**src/rtl/cpu_di_arbiter_if.sv**
```systemverilog
// CPU data-in arbiter bus: read strobe, per-channel selects/data/waits in,
// registered DI data, valid, wait request and collision status out.
interface cpu_di_arbiter_if #(
  parameter int NCH  = 8,
  parameter int DW   = 8,
  parameter int WS_W = 4
);
  logic                rd_strobe;
  logic [NCH-1:0]      src_cs;
  logic [NCH*DW-1:0]   src_data;
  logic [NCH*WS_W-1:0] src_ws;
  logic [DW-1:0]       out_data;
  logic                out_valid;
  logic                cpu_wait;
  logic                collision;
  logic [7:0]          coll_count;

  modport master (
    output rd_strobe, src_cs, src_data, src_ws,
    input  out_data, out_valid, cpu_wait,
    input  collision, coll_count
  );

  modport slave (
    input  rd_strobe, src_cs, src_data, src_ws,
    output out_data, out_valid, cpu_wait,
    output collision, coll_count
  );
endinterface

```
**src/rtl/cpu_di_arbiter.sv**
```systemverilog
// Fixed-priority CPU DI mux (ch0 highest) with per-channel wait states.
// Ports: pll0_250MHz clock, reset (async, high), bus (slave modport).
// Optional: DIMUX_COLLISION_EN enables multi-select collision tracking.
module cpu_di_arbiter #(
  parameter int             NCH       = 8,
  parameter int             DW        = 8,
  parameter int             WS_W      = 4,
  parameter logic [DW-1:0]  IDLE_DATA = '0
) (
  input logic pll0_250MHz,
  input logic reset,
  cpu_di_arbiter_if.slave bus
);

  localparam int IW = (NCH > 1) ? $clog2(NCH) : 1;

  localparam logic [1:0] S_IDLE  = 2'd0;
  localparam logic [1:0] S_WAIT  = 2'd1;
  localparam logic [1:0] S_DRIVE = 2'd2;

  logic [1:0]      state;
  logic            rd_q;
  logic            start;
  logic [WS_W-1:0] cnt;
  logic [IW-1:0]   win;
  logic [IW-1:0]   win_q;
  logic            hit;
  logic [WS_W-1:0] ws_sel;
  logic [DW-1:0]   sel_data;
  logic [DW-1:0]   done_data;
  logic [DW-1:0]   data_r;
  logic            valid_r;
  logic            wait_r;

  assign start = bus.rd_strobe & ~rd_q;

  // Lowest set select wins; scan downward so the last hit is the lowest.
  always_comb begin
    win = '0;
    hit = 1'b0;
    for (int i = NCH - 1; i >= 0; i--) begin
      if (bus.src_cs[i]) begin
        win = IW'(i);
        hit = 1'b1;
      end
    end
  end

  assign ws_sel    = bus.src_ws[int'(win)*WS_W +: WS_W];
  assign sel_data  = bus.src_data[int'(win)*DW +: DW];
  assign done_data = bus.src_data[int'(win_q)*DW +: DW];

  always_ff @(posedge pll0_250MHz or posedge reset) begin
    if (reset) begin
      state   <= S_IDLE;
      rd_q    <= 1'b0;
      cnt     <= '0;
      win_q   <= '0;
      data_r  <= IDLE_DATA;
      valid_r <= 1'b0;
      wait_r  <= 1'b0;
    end else begin
      rd_q <= bus.rd_strobe;
      unique case (state)
        S_IDLE: begin
          if (start) begin
            win_q <= win;
            if (hit && ws_sel != '0) begin
              state  <= S_WAIT;
              cnt    <= ws_sel - WS_W'(1);
              wait_r <= 1'b1;
            end else begin
              state   <= S_DRIVE;
              data_r  <= hit ? sel_data : IDLE_DATA;
              valid_r <= 1'b1;
            end
          end
        end
        S_WAIT: begin
          // An aborted read leaves the previous data on the bus.
          if (!bus.rd_strobe) begin
            state  <= S_IDLE;
            wait_r <= 1'b0;
          end else if (cnt == '0) begin
            state   <= S_DRIVE;
            data_r  <= done_data;
            valid_r <= 1'b1;
            wait_r  <= 1'b0;
          end else begin
            cnt <= cnt - WS_W'(1);
          end
        end
        S_DRIVE: begin
          if (!bus.rd_strobe) begin
            state   <= S_IDLE;
            valid_r <= 1'b0;
          end
        end
        default: begin
          state   <= S_IDLE;
          valid_r <= 1'b0;
          wait_r  <= 1'b0;
        end
      endcase
    end
  end

  assign bus.out_data  = data_r;
  assign bus.out_valid = valid_r;
  assign bus.cpu_wait  = wait_r;

`ifdef DIMUX_COLLISION_EN
  logic       multi;
  logic       coll_r;
  logic [7:0] ccnt_r;

  // Clearing the lowest set bit leaves something only if two or more were set.
  assign multi = |(bus.src_cs & (bus.src_cs - NCH'(1)));

  always_ff @(posedge pll0_250MHz or posedge reset) begin
    if (reset) begin
      coll_r <= 1'b0;
      ccnt_r <= 8'h00;
    end else if (start && multi) begin
      coll_r <= 1'b1;
      if (ccnt_r != 8'hFF) ccnt_r <= ccnt_r + 8'h01;
    end
  end

  assign bus.collision  = coll_r;
  assign bus.coll_count = ccnt_r;
`else
  assign bus.collision  = 1'b0;
  assign bus.coll_count = 8'h00;
`endif

endmodule

```
**src/flat_wrapper.sv**
```systemverilog
// flat-port wrapper written by rule: the top's interface ports become plain ports
module cpu_di_arbiter_flat 
#(
  parameter int             NCH       = 8,
  parameter int             DW        = 8,
  parameter int             WS_W      = 4,
  parameter logic [DW-1:0]  IDLE_DATA = '0
)
  (pll0_250MHz, reset, bus_rd_strobe, bus_src_cs, bus_src_data, bus_src_ws, bus_out_data, bus_out_valid, bus_cpu_wait, bus_collision, bus_coll_count);
  cpu_di_arbiter_if #(.NCH(NCH), .DW(DW), .WS_W(WS_W)) bus_i ();
  input logic pll0_250MHz;
  input logic reset;
  input wire logic [$bits(bus_i.rd_strobe)-1:0] bus_rd_strobe;
  input wire logic [$bits(bus_i.src_cs)-1:0] bus_src_cs;
  input wire logic [$bits(bus_i.src_data)-1:0] bus_src_data;
  input wire logic [$bits(bus_i.src_ws)-1:0] bus_src_ws;
  output wire logic [$bits(bus_i.out_data)-1:0] bus_out_data;
  output wire logic [$bits(bus_i.out_valid)-1:0] bus_out_valid;
  output wire logic [$bits(bus_i.cpu_wait)-1:0] bus_cpu_wait;
  output wire logic [$bits(bus_i.collision)-1:0] bus_collision;
  output wire logic [$bits(bus_i.coll_count)-1:0] bus_coll_count;
  assign bus_i.rd_strobe = bus_rd_strobe;
  assign bus_i.src_cs = bus_src_cs;
  assign bus_i.src_data = bus_src_data;
  assign bus_i.src_ws = bus_src_ws;
  assign bus_out_data = bus_i.out_data;
  assign bus_out_valid = bus_i.out_valid;
  assign bus_cpu_wait = bus_i.cpu_wait;
  assign bus_collision = bus_i.collision;
  assign bus_coll_count = bus_i.coll_count;
  cpu_di_arbiter #(.NCH(NCH), .DW(DW), .WS_W(WS_W), .IDLE_DATA(IDLE_DATA)) u_core (.pll0_250MHz(pll0_250MHz), .reset(reset), .bus(bus_i));
endmodule
```
**config.mk**
```make
export PLATFORM = sky130hd
export DESIGN_NAME = cpu_di_arbiter_flat
export DESIGN_NICKNAME = d
export VERILOG_FILES = /design/src/rtl/cpu_di_arbiter_if.sv /design/src/rtl/cpu_di_arbiter.sv /design/src/flat_wrapper.sv
export SDC_FILE = /design/constraint.sdc
export NUM_CORES = 1
export LEC_CHECK = 0
export CAP_MARGIN = 40
export CORE_UTILIZATION = 40
export DETAILED_ROUTE_END_ITERATION = 10
export HOLD_SLACK_MARGIN = 0.1
export PLACE_DENSITY = 0.87
export SYNTH_ARGS = -nofsm -noshare
export SYNTH_HDL_FRONTEND = slang
export SYNTH_SLANG_ARGS = --single-unit
```
**constraint.sdc**
```tcl
create_clock -name pll0_250MHz -period 2.9 [get_ports pll0_250MHz]
set_input_delay 0.435 -clock pll0_250MHz [delete_from_list [all_inputs] [get_ports pll0_250MHz]]
set_output_delay 0.435 -clock pll0_250MHz [all_outputs]
set_load 0.1 [all_outputs]
```
==> results of run 1 <==
## synth_stat cells, types with 3 or more instances
| cell type | instances | area, sq um |
|---|---|---|
| sky130_fd_sc_hd__a21o_1 | 3 | 22.5 |
| sky130_fd_sc_hd__a21oi_1 | 11 | 55.1 |
| sky130_fd_sc_hd__a221oi_1 | 10 | 87.6 |
| sky130_fd_sc_hd__a31oi_1 | 3 | 18.8 |
| sky130_fd_sc_hd__and3_1 | 3 | 18.8 |
| sky130_fd_sc_hd__buf_1 | 4 | 15.0 |
| sky130_fd_sc_hd__buf_2 | 3 | 15.0 |
| sky130_fd_sc_hd__buf_4 | 10 | 75.1 |
| sky130_fd_sc_hd__clkbuf_1 | 6 | 22.5 |
| sky130_fd_sc_hd__dfrtp_1 | 20 | 500 |
| sky130_fd_sc_hd__mux2_2 | 10 | 113 |
| sky130_fd_sc_hd__mux2i_1 | 13 | 130 |
| sky130_fd_sc_hd__mux4_2 | 34 | 766 |
| sky130_fd_sc_hd__nand2_1 | 16 | 60.1 |
| sky130_fd_sc_hd__nand2b_1 | 4 | 25.0 |
| sky130_fd_sc_hd__nand3_1 | 8 | 40.0 |
| sky130_fd_sc_hd__nor2_1 | 10 | 37.5 |
| sky130_fd_sc_hd__nor2b_1 | 3 | 18.8 |
| sky130_fd_sc_hd__nor4_1 | 3 | 18.8 |
| sky130_fd_sc_hd__o21ai_0 | 10 | 50.1 |
| sky130_fd_sc_hd__o31ai_1 | 3 | 22.5 |
## per-stage QoR
stage               setup TNS, ns  util [%]  std cells  cell area (sq um)  worst slack, ns
global route                    0      70.7        438               3990          0.00423
CTS                             0      70.2        436               3960          0.00398
floorplan                 -0.0795         -        225               2440         -0.00994
finish                          0      70.7        438               3990            0.121
global placement            -5.49      67.6        423               3810           -0.450
detailed placement          -6.66      67.6        423               3810           -0.520
## path summary, 6_finish.rpt
check	start	end	slack, ns	cells past startpoint
worst max-delay path	bus_src_cs[6]	u_core.bus.out_data[7]	0.12	13
worst max register to register	u_core.win_q[0]	u_core.bus.out_data[4]	0.86	5
max in group asynchronous	reset	u_core.bus.out_data[2]	1.82	2
worst min register to register	u_core.bus.out_valid	u_core.bus.out_valid	0.50	1
worst min-delay path	u_core.bus.out_valid	u_core.bus.out_valid	0.50	1
min in group asynchronous	reset	u_core.bus.out_valid	0.61	2
## flip-flops by register name, summed over array words and instances, names as in the netlist
name and count:
u_core.bus.cpu_wait 1, u_core.bus.out_data 8, u_core.rd_q 1, u_core.cnt 4, u_core.win_q 3, u_core.bus.out_valid 1
u_core.state 2
## cells by family (layout without fill, tap and decap cells)
logic type | after synthesis | count (layout)
adder cells (fa/ha/maj) | 1 | 1
AO/OA/AOI/OAI | 54 | 54
XOR/XNOR | 1 | 1
multiplexers | 57 | 57
other | 1 | 9
AND/OR/NAND/NOR | 58 | 58
flip-flops | 20 | 20
buffers and inverters | 25 | 166
## per-layer routing
metal | track usage (%) | up-vias
met1 | 29.0 | 1217
li1 | - | 1165
met3 | 3.77 | 29
met2 | 49.1 | 165
met5 | 0 | -
met4 | 10.0 | 0
## layout make-up
| class | count | area (sq um) |
|---|---|---|
| multi-input cells | 180 | 1870 |
| fillers | 401 | 1650 |
| repair buffers | 161 | 1470 |
| flip-flops and latches | 20 | 500 |
| well taps | 72 | 90.1 |
| clock buffers | 4 | 55.1 |
| inverters | 1 | 3.75 |
## power by group
group	internal, uW	switching, uW	total [uW]
logic	594	889	1480
registers	384	118	502
clock network	121	90.4	211
## timing repair
| item | in CTS | in global routing |
|---|---|---|
| pin swaps | 8 | 6 |
| setup endpoints to repair | 13 | 12 |
| resized for setup | 21 | 18 |
| setup buffers | 9 | 2 |
==> results.ini, run 1 <==
[critical_path]
crit_path_cell_trace = dlygate4sd2_1 -> buf_4 -> nor4_4 -> buf_4 -> nor2_4 -> buf_4 -> mux4_2 -> a21o_1 -> nor4_4 -> nor2_2 -> o21ai_4 -> buf_6 -> mux2_2
cpLargestDelayFamily = buffers and inverters
worst_setup_path_start_kind = input port
worst_setup_path_end_kind = register
criticalPathCategory = input port to register
critical_path_buf_inv_count = 5
highest_net_fanout_along_the_worst_path = 5
cp.required_ns = 3.04
critical_path.max_stage_delay_ns = 0.33
standard_cell_with_the_maximum_stage_delay_on_the_critical_path = sky130_fd_sc_hd__mux2_2
arrival_ns = 2.92
critical_path.most_common_cell = sky130_fd_sc_hd__buf_4

[flow_run]
timing.max_cap.violations = 0

[logic_synthesis]
prevailing_post_synth_register_cell = sky130_fd_sc_hd__dfrtp_1
synth-compound-area-share_pct = 17.0
synth_async_sr_flop_share_pct = 100
yosys.area_share.simple_pct = 13.0
synth_enable_flop_cells = 0
synth-xor-area-share_pct = 0.366
synth_top_family_by_area = multiplexers
syn_avg_cell_area_sq_um = 11.0
postSynthRegisterBits = 20
synthMuxAreaShare_pct = 42.1
netlist_area_sq_mm = 0.00239
synthDistinctLibCells = 46
ys_warn_count = 0
syn_inst = 217
synth-seq-area-share_pct = 20.9
synth_fa_ha_area_share_pct = 0.522

[placed_design]
dp_hpwl_um = 6230
place.gp.congestion = 0.916
port_buffers = 116

[global_routing]
antenna_found_initial = 0
grt_overflow = 0
first_global_vias = 2741
grt_pass1_wl_um = 12600
grt_max_degree = 21
groute.usage.overall_pct = 25.9

[sta]
final_max_slew_viol_count = 0
final_hold_viol_count = 0
max-slew-margin-rel_pct = 50.6
max_freq_mhz = 360
timing.final.setup_violations = 0
finalClockSkew_ns = 0.00577
final.period_utilization_pct = 95.8
hold-worst-slack_ns = 0.499
rsz0062_at_grt = false
max_slew.worst_pin.slew_ns = 0.740
finalCriticalPeriod_ns = 2.78

[clock_network]
max-clock-path-buffers = 2
clock_insertion_delay_worst_skew_ns = 0.26
cts_made_buffers = 3
h-tree-depth = 1
cts_tree = yes
cts.sink_count = 20
ctsRootBufferMaster = sky130_fd_sc_hd__clkbuf_8
path_clk_slew_ns = 0.07
cts-hold-fix-buffers = 0

[drt]
drt-initial-drc-count = 183
vias_per_cell = 5.88
wl_per_cell_um = 18.1
detailedRoute.firstPassIterationCount = 4
route.met3.wl_um = 643
detail_route.wirelength_um = 7920
antenna_violating_nets_post_route = 0
detailroute.wirelength.met2_um = 4100
via_count = 2576
routedLengthMet1_um = 2930
top_layer_used = met4
post-route-drc-count = 0

[min_path]
min_path_type = register to register

[run_status]
outcome = finished clean

[power]
leakage_uw = 0.00156
p_total_uw = 2200
power-per-cell-area_mw_per_mm2 = 551
worst_ir_drop_vdd_mv = 0.373

[finish]
areaGrowthSynthToFinish_pct = 66.5
insertedDiodeCount = 0
mostFrequentLayoutCells = 98 x sky130_fd_sc_hd__clkdlybuf4s50_1, 51 x sky130_fd_sc_hd__buf_4, 34 x sky130_fd_sc_hd__mux4_2
post_route_cells_drive_above_1_share_pct = 35.2
finalNetCount = 475
leading_cell_type_in_the_layout_fill_and_taps_excluded = sky130_fd_sc_hd__clkdlybuf4s50_1

[floorplanning]
boundaryPins = 126
start_util_pct = 42.4
floorplan.die_area_sq_mm = 0.00630
dieWidth_um = 79.4
floorplan.die.height_um = 79.4
floorplan.core_area_sq_mm = 0.00564
placementRows = 27

(Power assumes the default switching activity.)
==> run 2, diff against run 1 <==
CORE_MARGIN = 2   (was unset)
PLACE_DENSITY = unset   (was 0.87)
PLACE_DENSITY_LB_ADDON = 0.12   (was unset)
==> run 2 against run 1 <==
  * Final area up 1.4%
  * Register-to-register slack improved by 0.09 ns
  * Fmax decreased by 0.97%
  * Via count shrank 0.66%
  * Sequential share of layout area down 0.17 points
  * Sequential cell count unchanged
  * First-iteration DRC count down 45%
  * Clock-buffer cell count down 1
  * Clock power up 32%
==> results.ini, run 2 (same netlist as run 1, synthesis figures left out) <==
[finish]
mostFrequentLayoutCells = 98 x sky130_fd_sc_hd__clkdlybuf4s50_1, 52 x sky130_fd_sc_hd__buf_4, 34 x sky130_fd_sc_hd__mux4_2
leading_cell_type_in_the_layout_fill_and_taps_excluded = sky130_fd_sc_hd__clkdlybuf4s50_1
areaGrowthSynthToFinish_pct = 68.9
max_ffs_per_register = 8  ; unchanged
final.fill_count = 473  ; +18%
post_route_cells_drive_above_1_share_pct = 36.4  ; +1.2 points
instances_no_fill = 443  ; +1.1%
finalNetCount = 477  ; +0.42%
insertedDiodeCount = 0  ; unchanged

[global_routing]
grt_overflow = 0  ; unchanged
antenna_found_initial = 0  ; unchanged
groute.usage.overall_pct = 24.8  ; -1.2 points
grt_pass1_wl_um = 12700  ; +0.55%
grt_max_degree = 21  ; unchanged
first_global_vias = 2760  ; +0.69%

[drt]
wl_per_cell_um = 18.4  ; +1.6%
detailedRoute.firstPassIterationCount = 4  ; unchanged
via_count = 2559  ; -0.66%
vias_per_cell = 5.78  ; -1.8%
drt-initial-drc-count = 100  ; -45%
post-route-drc-count = 0  ; unchanged
detail_route.wirelength_um = 8130  ; +2.7%
antenna_violating_nets_post_route = 0  ; unchanged

[clock_network]
clock_insertion_delay_worst_skew_ns = 0.26  ; about the same
h-tree-depth = 1  ; unchanged
cts.sink_count = 20  ; unchanged
cts_tree = yes
path_clk_slew_ns = 0.08  ; about the same
max-clock-path-buffers = 2  ; unchanged
ctsRootBufferMaster = sky130_fd_sc_hd__clkbuf_8
cts_made_buffers = 3  ; unchanged

[critical_path]
criticalPathCategory = input port to register
arrival_ns = 2.96  ; +0.04 ns
highest_net_fanout_along_the_worst_path = 5  ; unchanged
cp.required_ns = 3.05  ; about the same
crit_path_start = bus_src_cs[0]
worst_setup_path_end_kind = register
rr_startpoint = u_core.state[1]
worst_setup_path_start_kind = input port

[sta]
finalCriticalPeriod_ns = 2.81  ; +0.0274 ns
final.period_utilization_pct = 96.8  ; +0.94 points
final_max_slew_viol_count = 0  ; unchanged
tns_ns = 0  ; unchanged
final_hold_viol_count = 0  ; unchanged
finalClockSkew_ns = 0.00529  ; -0.000481 ns
max_freq_mhz = 356  ; -0.97%
rsz0062_at_grt = false
max-slew-margin-rel_pct = 48.7  ; -2.0 points
hold-worst-slack_ns = 0.489  ; -0.0107 ns
timing.final.setup_violations = 0  ; unchanged
max_slew.worst_pin.slew_ns = 0.770  ; +0.0305 ns

[min_path]
hold_path.startpoint = u_core.bus.out_valid
min_path_type = register to register

[power]
leakage_uw = 0.00158  ; +1.8%
power-per-cell-area_mw_per_mm2 = 561  ; +1.9%
p_total_uw = 2270  ; +3.3%
worst_ir_drop_vdd_mv = 0.763  ; +100%

[floorplanning]
floorplan.die_area_sq_mm = 0.00662  ; +5.1%
floorplan.core_area_sq_mm = 0.00585  ; +3.7%
floorplan.die.height_um = 81.4  ; +2.5%
boundaryPins = 126  ; unchanged
dieWidth_um = 81.4  ; +2.5%
start_util_pct = 40.9  ; -1.5 points
placementRows = 28  ; +3.7%

[placed_design]
dpl.cell_count = 431  ; +1.9%
dp_hpwl_um = 6390  ; +2.6%
place.gp.congestion = 0.841  ; -8.2%
port_buffers = 116  ; unchanged

[flow_run]
timing.max_cap.violations = 0  ; unchanged

[run_status]
outcome = finished clean

## run 2: cell types whose count changed in the layout (fill, tap and decap cells not counted), moves of 2 or more
cell / before / now
sky130_fd_sc_hd__mux2_2: 8 / 3
sky130_fd_sc_hd__buf_6: 2 / 4
sky130_fd_sc_hd__mux2_4: 2 / 7
sky130_fd_sc_hd__nand2_2: 0 / 2
sky130_fd_sc_hd__nand2_1: 16 / 14
## run 2: final cells by class
| type | instances | area (sq um) | area share, % |
|---|---|---|---|
| clock buffer | 3 | 41.3 | 1.02 |
| clock inverter | 1 | 30.0 | 0.743 |
| inverter | 1 | 3.75 | 0.0928 |
| multi-input combinational | 181 | 1900 | 47.1 |
| sequential | 20 | 500 | 12.4 |
| tap | 75 | 93.8 | 2.32 |
| timing repair buffer | 162 | 1470 | 36.4 |
## run 2: where the power goes
group	leakage, uW	switching, uW	internal [uW]
Sequential	0.000245	98.0	384
Clock	0.0000357	94.7	184
Combinational	0.00130	897	612
Total	0.00158	1090	1180
## run 2: critical path: stages
cell,delay [ns]
sky130_fd_sc_hd__buf_2,0.12
sky130_fd_sc_hd__or4_4,0.53
sky130_fd_sc_hd__nor2_4,0.18
sky130_fd_sc_hd__buf_6,0.12
sky130_fd_sc_hd__mux4_2,0.29
sky130_fd_sc_hd__a21o_1,0.22
sky130_fd_sc_hd__nor4_4,0.36
sky130_fd_sc_hd__nor2_4,0.09
sky130_fd_sc_hd__o21ai_4,0.26
sky130_fd_sc_hd__mux2_4,0.33
## run 2: path summary, 6_finish.rpt
kind                                          endpoint  slack, ns  cells after the start
worst max-delay path            u_core.bus.out_data[1]       0.09                     10
worst min-delay path              u_core.bus.out_valid       0.49                      1
worst max register to register  u_core.bus.out_data[1]       0.95                      4
worst min register to register    u_core.bus.out_valid       0.49                      1
max in group asynchronous              u_core.win_q[0]       1.82                      2
min in group asynchronous       u_core.bus.out_data[6]       0.60                      2
## run 2: routing by layer
layer  up-vias  wire, um  GRT usage, %
met5         -         0             0
li1       1182         -             -
met3         8       679          4.33
met1      1256      2910          26.9
met2       113      4440          50.2
met4         0       103          3.56
## run 2: what timing repair did
action | CTS | global route
hold buffers | 0 | 0
gates cloned | 1 | 0
pin swaps | 8 | 8
gates resized for setup | 32 | 21
buffers inserted | 4 | 3
endpoints found under the setup margin | 13 | 12
## run 2: through the flow
stage               instance area (sq um)  setup WS, ns  utilization [%]
detailed placement                   3840        -0.640             65.6
global route                         4040       0.00230             69.1
finish                               4040        0.0937             69.1
floorplan                            2440      -0.00994                -
global placement                     3840        -0.595             65.6
CTS                                  4010      0.000504             68.6
